`src/rtl/addsub_rr_if.sv`:
```
// Bundle of requester, add/sub-unit and response signals for the round-robin add/sub scheduler.
// The slave modport is the scheduler's view; master is the surrounding clients/unit.
interface addsub_rr_if #(
    parameter int W = 64,
    parameter int N = 4
);
    localparam int IDW = (N > 1) ? $clog2(N) : 1;

    logic [N-1:0]   req_valid;
    logic [N-1:0]   req_ready;
    logic [N*W-1:0] req_a;
    logic [N*W-1:0] req_b;
    logic [N-1:0]   req_mode;
    logic           au_valid;
    logic [W-1:0]   au_a;
    logic [W-1:0]   au_b;
    logic           au_mode;
    logic [W-1:0]   au_sum;
    logic           au_carry;
    logic           rsp_valid;
    logic [IDW-1:0] rsp_id;
    logic [W-1:0]   rsp_sum;
    logic           rsp_carry;
    logic           busy;
    logic [31:0]    op_count;

    modport slave (
        input  req_valid, req_a, req_b, req_mode, au_sum, au_carry,
        output req_ready, au_valid, au_a, au_b, au_mode,
               rsp_valid, rsp_id, rsp_sum, rsp_carry, busy, op_count
    );

    modport master (
        output req_valid, req_a, req_b, req_mode, au_sum, au_carry,
        input  req_ready, au_valid, au_a, au_b, au_mode,
               rsp_valid, rsp_id, rsp_sum, rsp_carry, busy, op_count
    );
endinterface

```
`src/rtl/addsub_rr_scheduler.sv`:
```
// Round-robin scheduler sharing one fixed-latency add/sub unit among N requesters;
// a LAT-deep tag pipe routes each result back to its owner as a one-cycle response.
module addsub_rr_scheduler #(
    parameter int W   = 64,
    parameter int N   = 4,
    parameter int LAT = 2
) (
    input  logic         clk,
    input  logic         rst_n,
    addsub_rr_if.slave   bus
);
    localparam int IDW = (N > 1) ? $clog2(N) : 1;

    logic [N-1:0]   pending_q, pending_d;
    logic [IDW-1:0] rr_ptr_q, rr_ptr_d;
    logic [31:0]    op_count_q, op_count_d;
    logic           au_valid_q;
    logic [W-1:0]   au_a_q, au_b_q;
    logic           au_mode_q;
    logic [IDW-1:0] au_id_q;
    logic [LAT-1:0] tag_vld_q;
    logic [IDW-1:0] tag_id_q [LAT];
    logic           rsp_valid_q;
    logic [IDW-1:0] rsp_id_q;
    logic [W-1:0]   rsp_sum_q;
    logic           rsp_carry_q;

    logic [N-1:0]   eligible_s;
    logic [N-1:0]   ready_s;
    logic           grant_vld_s;
    logic [IDW-1:0] grant_id_s;
    logic [IDW-1:0] rr_next_s;

    assign eligible_s = bus.req_valid & ~pending_q;

    // Cyclic priority search starting at rr_ptr: first eligible requester wins.
    always_comb begin
        grant_vld_s = 1'b0;
        grant_id_s  = '0;
        for (int k = 0; k < N; k++) begin
            if (!grant_vld_s && eligible_s[(int'(rr_ptr_q) + k) % N]) begin
                grant_vld_s = 1'b1;
                grant_id_s  = IDW'((int'(rr_ptr_q) + k) % N);
            end else begin
                grant_vld_s = grant_vld_s;
            end
        end
        rr_next_s = IDW'((int'(grant_id_s) + 1) % N);
    end

    // One-hot ready decode of the current grant.
    always_comb begin
        ready_s = '0;
        for (int i = 0; i < N; i++) begin
            if (grant_vld_s && (int'(grant_id_s) == i)) begin
                ready_s[i] = 1'b1;
            end else begin
                ready_s[i] = 1'b0;
            end
        end
    end

    // Next-state for pointer, pending flags and completion counter.
    always_comb begin
        pending_d  = pending_q;
        rr_ptr_d   = rr_ptr_q;
        op_count_d = op_count_q;
        // A returning tag frees its owner at the same edge its response is launched.
        if (tag_vld_q[LAT-1]) begin
            pending_d[tag_id_q[LAT-1]] = 1'b0;
            op_count_d                 = op_count_q + 32'd1;
        end else begin
            op_count_d = op_count_q;
        end
        if (grant_vld_s) begin
            pending_d[grant_id_s] = 1'b1;
            rr_ptr_d              = rr_next_s;
        end else begin
            rr_ptr_d = rr_ptr_q;
        end
    end

    // State, issue registers, tag pipe and response registers.
    always_ff @(posedge clk) begin
        if (!rst_n) begin
            pending_q   <= '0;
            rr_ptr_q    <= '0;
            op_count_q  <= 32'd0;
            au_valid_q  <= 1'b0;
            au_a_q      <= '0;
            au_b_q      <= '0;
            au_mode_q   <= 1'b0;
            au_id_q     <= '0;
            tag_vld_q   <= '0;
            for (int i = 0; i < LAT; i++) begin
                tag_id_q[i] <= '0;
            end
            rsp_valid_q <= 1'b0;
            rsp_id_q    <= '0;
            rsp_sum_q   <= '0;
            rsp_carry_q <= 1'b0;
        end else begin
            pending_q  <= pending_d;
            rr_ptr_q   <= rr_ptr_d;
            op_count_q <= op_count_d;
            au_valid_q <= grant_vld_s;
            if (grant_vld_s) begin
                au_a_q    <= bus.req_a[int'(grant_id_s)*W +: W];
                au_b_q    <= bus.req_b[int'(grant_id_s)*W +: W];
                au_mode_q <= bus.req_mode[grant_id_s];
                au_id_q   <= grant_id_s;
            end
            tag_vld_q[0] <= au_valid_q;
            tag_id_q[0]  <= au_id_q;
            for (int i = 1; i < LAT; i++) begin
                tag_vld_q[i] <= tag_vld_q[i-1];
                tag_id_q[i]  <= tag_id_q[i-1];
            end
            rsp_valid_q <= tag_vld_q[LAT-1];
            if (tag_vld_q[LAT-1]) begin
                rsp_id_q    <= tag_id_q[LAT-1];
                rsp_sum_q   <= bus.au_sum;
                rsp_carry_q <= bus.au_carry;
            end
        end
    end

    assign bus.req_ready = ready_s;
    assign bus.au_valid  = au_valid_q;
    assign bus.au_a      = au_a_q;
    assign bus.au_b      = au_b_q;
    assign bus.au_mode   = au_mode_q;
    assign bus.rsp_valid = rsp_valid_q;
    assign bus.rsp_id    = rsp_id_q;
    assign bus.rsp_sum   = rsp_sum_q;
    assign bus.rsp_carry = rsp_carry_q;
    assign bus.busy      = |pending_q;
    assign bus.op_count  = op_count_q;
endmodule

```
`src/flat_wrapper.sv`:
```
// flat-port wrapper written by rule: the top's interface ports become plain ports
module addsub_rr_scheduler_flat 
#(
    parameter int W   = 64,
    parameter int N   = 4,
    parameter int LAT = 2
)
  (clk, rst_n, bus_req_valid, bus_req_a, bus_req_b, bus_req_mode, bus_au_sum, bus_au_carry, bus_req_ready, bus_au_valid, bus_au_a, bus_au_b, bus_au_mode, bus_rsp_valid, bus_rsp_id, bus_rsp_sum, bus_rsp_carry, bus_busy, bus_op_count);
  addsub_rr_if #(.W(W), .N(N)) bus_i ();
  input  logic clk;
  input  logic rst_n;
  input wire logic [$bits(bus_i.req_valid)-1:0] bus_req_valid;
  input wire logic [$bits(bus_i.req_a)-1:0] bus_req_a;
  input wire logic [$bits(bus_i.req_b)-1:0] bus_req_b;
  input wire logic [$bits(bus_i.req_mode)-1:0] bus_req_mode;
  input wire logic [$bits(bus_i.au_sum)-1:0] bus_au_sum;
  input wire logic [$bits(bus_i.au_carry)-1:0] bus_au_carry;
  output wire logic [$bits(bus_i.req_ready)-1:0] bus_req_ready;
  output wire logic [$bits(bus_i.au_valid)-1:0] bus_au_valid;
  output wire logic [$bits(bus_i.au_a)-1:0] bus_au_a;
  output wire logic [$bits(bus_i.au_b)-1:0] bus_au_b;
  output wire logic [$bits(bus_i.au_mode)-1:0] bus_au_mode;
  output wire logic [$bits(bus_i.rsp_valid)-1:0] bus_rsp_valid;
  output wire logic [$bits(bus_i.rsp_id)-1:0] bus_rsp_id;
  output wire logic [$bits(bus_i.rsp_sum)-1:0] bus_rsp_sum;
  output wire logic [$bits(bus_i.rsp_carry)-1:0] bus_rsp_carry;
  output wire logic [$bits(bus_i.busy)-1:0] bus_busy;
  output wire logic [$bits(bus_i.op_count)-1:0] bus_op_count;
  assign bus_i.req_valid = bus_req_valid;
  assign bus_i.req_a = bus_req_a;
  assign bus_i.req_b = bus_req_b;
  assign bus_i.req_mode = bus_req_mode;
  assign bus_i.au_sum = bus_au_sum;
  assign bus_i.au_carry = bus_au_carry;
  assign bus_req_ready = bus_i.req_ready;
  assign bus_au_valid = bus_i.au_valid;
  assign bus_au_a = bus_i.au_a;
  assign bus_au_b = bus_i.au_b;
  assign bus_au_mode = bus_i.au_mode;
  assign bus_rsp_valid = bus_i.rsp_valid;
  assign bus_rsp_id = bus_i.rsp_id;
  assign bus_rsp_sum = bus_i.rsp_sum;
  assign bus_rsp_carry = bus_i.rsp_carry;
  assign bus_busy = bus_i.busy;
  assign bus_op_count = bus_i.op_count;
  addsub_rr_scheduler #(.W(W), .N(N), .LAT(LAT)) u_core (.clk(clk), .rst_n(rst_n), .bus(bus_i));
endmodule
```
`config.mk`:
```
export PLATFORM = sky130hd
export DESIGN_NAME = addsub_rr_scheduler_flat
export DESIGN_NICKNAME = d
export VERILOG_FILES = /design/src/rtl/addsub_rr_if.sv /design/src/rtl/addsub_rr_scheduler.sv /design/src/flat_wrapper.sv
export SDC_FILE = /design/constraint.sdc
export NUM_CORES = 1
export LEC_CHECK = 0
export ABC_AREA = 1
export CAP_MARGIN = 20
export CORE_AREA = 2 2 322 324
export DETAILED_ROUTE_END_ITERATION = 6
export DIE_AREA = 0 0 324 326
export PLACE_DENSITY = 0.37
export SETUP_SLACK_MARGIN = 0.15
export SKIP_CTS_REPAIR_TIMING = 1
export SLEW_MARGIN = 5
export SYNTH_ARGS = -nofsm -noshare
export SYNTH_HDL_FRONTEND = slang
export SYNTH_SLANG_ARGS = --single-unit
```
`constraint.sdc`:
```
create_clock -name clk -period 2.41 [get_ports clk]
set_input_delay 0.241 -clock clk [delete_from_list [all_inputs] [get_ports clk]]
set_output_delay 0.241 -clock clk [all_outputs]
set_load 0.05 [all_outputs]
```
==> PnR_summary.wiki <==
{| class="wikitable"
! Metric !! Value
|-
| Yosys cell types || 36
|-
| Drt pass-1 iters || 7
|-
| Switching power share of the total || 49.6%
|-
| TritonCTS Buffers || 38
|-
| Share of cells above drive strength 1 || between 10% and 20%
|-
| Gpl congestion || 0.846
|-
| Layout-stage area growth over the synthesis result || 83.7%
|-
| Internal Pwr Total || 22600 uW
|-
| Count of endpoints failing hold in the final timing report || 0
|-
| Core Footprint || 103000 um^2
|-
| DPL Wire Length || 75400 um
|-
| Post-Route M1 WL || 39000 um
|-
| I/O pin count || around 820
|-
| Critical path class || flop to primary output
|-
| Clk pwr share || 14.3%
|-
| Overall track demand over capacity in global routing || 17.3%
|-
| Placed cell count || 5083
|-
| Arrival time reported for the critical path endpoint || 2340 ps
|-
| Achievable clock frequency || a little under 400 MHz
|-
| Startpoint type of the worst setup path || flop
|-
| Register bit count reported by yosys || around 240
|-
| # clock sinks || 244
|-
| TritonCTS clock tree || built
|-
| Failing checks || setup timing
|-
| Most used cell along the critical path || sky130_fd_sc_hd__buf_12
|-
| DRC viols || 0
|-
| Worst-Skew Late Latency || 580 ps
|-
| Part of the Yosys area used for sequential elements || 30.0%
|-
| Starting density of the core || 15.9%
|-
| Fin worst setup slack || -168 ps
|-
| Number of standard cells after synthesis || between 2000 and 3000
|-
| Unrepaired setup endpoints after global routing || true
|-
| Slew @ Worst Pin || 819 ps
|-
| Number of nets still failing antenna checks after routing || 0
|-
| Routed WL per cell || around 19 um
|-
| Met2 wire length || approximately 48000 um
|-
| Die Y || 326 um
|-
| Number of global-route vias before repair || roughly 21000
|-
| Syn avg cell area || 5.67 um^2
|-
| CTS H-tree depth || 2
|-
| Area of combinational cells with multiple inputs || 8090 um^2
|-
| Register area || between 4000 and 5000 um^2
|-
| Delay of the slowest cell on the worst path || 370 ps
|-
| Maximum buffer depth of the clock tree || 3
|-
| Result of the run || finished with violations
|-
| # port buffers || 821
|-
| Leakage || 0.0152 uW
|-
| Count of flip-flops with a built-in enable after synthesis || 0
|-
| Most used flip-flop cell after synthesis || sky130_fd_sc_hd__dfxtp_1
|-
| Remaining global-route overflow || 0
|-
| Worst endpoint required time || 2170 ps
|-
| Final critical-path required period || 2580 ps
|-
| Critical path, cell by cell || buf_6 -> nand3_2 -> nand2_2 -> buf_4 -> a31oi_2 -> buf_4 -> nand3b_4 -> buf_12 -> nor2_4 -> buf_12 -> buf_12
|-
| Rel. slew slack || 45.4%
|-
| Floorplan die area || 106000 um^2
|-
| Number of antenna violations at the first check in global routing || 28
|-
| Share of the clock period used by the worst path after layout || 107%
|-
| Die extent in x || about 320 um
|-
| Top sig layer || met5
|-
| IR Drop Worst-Case VDD || around 540 uV
|-
| Net switching power || 22200 uW
|-
| Fin Setup TNS || -475 ps
|-
| Via-per-instance ratio || 4.00
|-
| CTS clk-pin slew, worst paths || 60 ps
|-
| Global-route wire length before repair || 135000 um
|-
| Yosys warnings || 0
|-
| Total via count after detailed routing || approximately 21000
|-
| Detail Route met3 WL || 7080 um
|-
| Largest driver fanout on the critical path || 4
|-
| Number of inserted filler cells in the final layout || 11600
|-
| Count of routing violations after the opening detailed-route iteration || 960
|-
| Power per standard cell area || 1500 nW/um^2
|-
| Synth Net Count || approximately 3500
|-
| Floorplan row count || 118
|-
| Clock tree skew after final layout || 31.5 ps
|-
| Wirelength, routed || 97100 um
|-
| Combinational Power Share || between 70% and 80%
|-
| Clk root buf || sky130_fd_sc_hd__clkbuf_16
|-
| Share of total power in sequential cells || 13.1%
|-
| Largest net degree at the start of global routing || 98
|-
| Worst min-delay path class || input port to flop
|-
| Proportion of synthesized flip-flops having asynchronous set or reset || 0%
|-
| Number of setup violations in the final report || 4
|-
| Layout Nets || 4371
|-
| Number of non-filler instances in the completed layout || ~5200
|-
| Critical Path Slowest Stage Cell || sky130_fd_sc_hd__dfxtp_4
|-
| Post-synthesis instance area || roughly 16000 um^2
|-
| Number of maximum-capacitance violations || 0
|-
| Sort of element at the end of the critical path || primary output
|-
| Max Transition Viols Final || 0
|}
[metrics by stage]
stage          util (%)  total power, uW  setup slack, ps  hold WS (ps)  area, um^2
2_1_floorplan         -            22700              221           376       16300
3_3_place_gp       26.9            36800             -208           401       27600
3_5_place_dp       26.9            36700             -192           404       27600
4_1_cts            28.3            43400             -601           137       29000
5_1_grt            29.2            48500             -314           167       29900
6_report           29.2            44900             -168           165       29900
[power groups by stage]
stage	logic, uW	clock network [uW]	registers [uW]
2_1_floorplan	13400	0	9310
3_3_place_gp	30900	0	5930
3_5_place_dp	30700	0	5930
4_1_cts	30800	6660	5870
5_1_grt	35700	6810	6000
6_report	32600	6400	5870
[worst paths after layout]
path / start / to / slack (ps) / depth (start not counted)
max: u_core.rr_ptr_q[0]$_SDFFE_PN0N_ / bus_req_ready[0] / -170 / 11
max reg2reg: u_core.rr_ptr_q[0]$_SDFFE_PN0N_ / u_core.bus.au_a[29]$_SDFFE_PN0N_ / 80 / 15
min reg2reg: u_core.tag_id_q[0][1]$_SDFF_PN0_ / u_core.tag_id_q[0][3]$_SDFF_PN0_ / 410 / 2
min: rst_n / u_core.bus.op_count[24]$_SDFFE_PN0P_ / 160 / 3
[cell usage after synthesis (all sizes together) (5+ instances only)]
library cell    n  area (um^2)
nor3           16         80.1
a21oi          27          135
dfxtp         244         4880
nor2          430         1630
xor2            5         43.8
nand3         802         4020
nor4            5         31.3
buf           138          711
nand4           7         50.1
nand2         336         1280
o21ai          87          435
clkbuf         58          218
inv           706         2650
[metal layers]
metal	vias to the layer above	track usage (%)
li1	10600	-
met1	9422	19.6
met2	591	30.7
met3	134	5.14
met4	32	5.52
met5	-	0
[cell type report]
| cell class | instances | share of cell area (%) |
|---|---|---|
| Timing Repair Buffer | 1064 | 37.0 |
| Multi-Input combinational cell | 1729 | 27.0 |
| Sequential cell | 244 | 16.3 |
| Inverter | 706 | 8.93 |
| Tap cell | 1380 | 5.77 |
| Clock buffer | 51 | 3.68 |
| Clock inverter | 18 | 1.13 |
| Antenna cell | 10 | 0.0836 |
[flip-flops by register name, summed over array words and instances (netlist names), 2 cells and up]
| register | cells |
|---|---|
| u_core.pending_q | 4 |
| u_core.bus.op_count | 32 |
| u_core.tag_vld_q | 2 |
| u_core.au_id_q | 2 |
| u_core.rr_ptr_q | 2 |
| u_core.bus.au_b | 64 |
| u_core.tag_id_q | 4 |
| u_core.bus.rsp_sum | 64 |
| u_core.bus.rsp_id | 2 |
| u_core.bus.au_a | 64 |
[placed cells by master, fill, tap and decap left out, types with 3 or more instances in the layout]
cell,instances
sky130_fd_sc_hd__clkinv_2,5
sky130_fd_sc_hd__nand2_2,11
sky130_fd_sc_hd__inv_2,4
sky130_fd_sc_hd__inv_6,3
sky130_fd_sc_hd__clkdlybuf4s50_1,813
sky130_fd_sc_hd__nand2_1,317
sky130_fd_sc_hd__dfxtp_1,241
sky130_fd_sc_hd__diode_2,10
sky130_fd_sc_hd__xor2_1,5
sky130_fd_sc_hd__bufinv_16,8
sky130_fd_sc_hd__nor2_4,4
sky130_fd_sc_hd__buf_4,164
sky130_fd_sc_hd__nor3_1,16
sky130_fd_sc_hd__buf_6,11
sky130_fd_sc_hd__buf_12,55
sky130_fd_sc_hd__nand2_4,5
sky130_fd_sc_hd__nand2_8,3
sky130_fd_sc_hd__nor2_2,4
sky130_fd_sc_hd__inv_1,697
sky130_fd_sc_hd__nor4_1,4
sky130_fd_sc_hd__nand3_1,781
sky130_fd_sc_hd__o21ai_0,87
sky130_fd_sc_hd__clkbuf_8,10
sky130_fd_sc_hd__buf_16,8
sky130_fd_sc_hd__clkbuf_16,47
sky130_fd_sc_hd__nand3_2,19
sky130_fd_sc_hd__a21oi_1,26
sky130_fd_sc_hd__clkbuf_1,3
sky130_fd_sc_hd__nor2_1,422
sky130_fd_sc_hd__nand4_1,6
[kinds of logic (layout without fill, tap and decap cells)]
group	after synthesis	in the layout	synth area share, %
simple gates	1599	1599	43.7
buf+inv	902	1839	22.0
flops	244	244	30.0
compound gates	123	123	3.95
xor+xnor	6	6	0.323
fa+ha+maj	1	1	0.0768
other cells	0	10	0
[critical path: cells and delay by family, from the launching register on]
| kind | cells | cell delay (ps) |
|---|---|---|
| buffers and inverters | 6 | 820 |
| DFF | 1 | 370 |
| and+or+nand+nor | 4 | 340 |
| AOI/OAI and AO/OA | 1 | 220 |
Note: power is estimated with default switching activity, not from simulation.
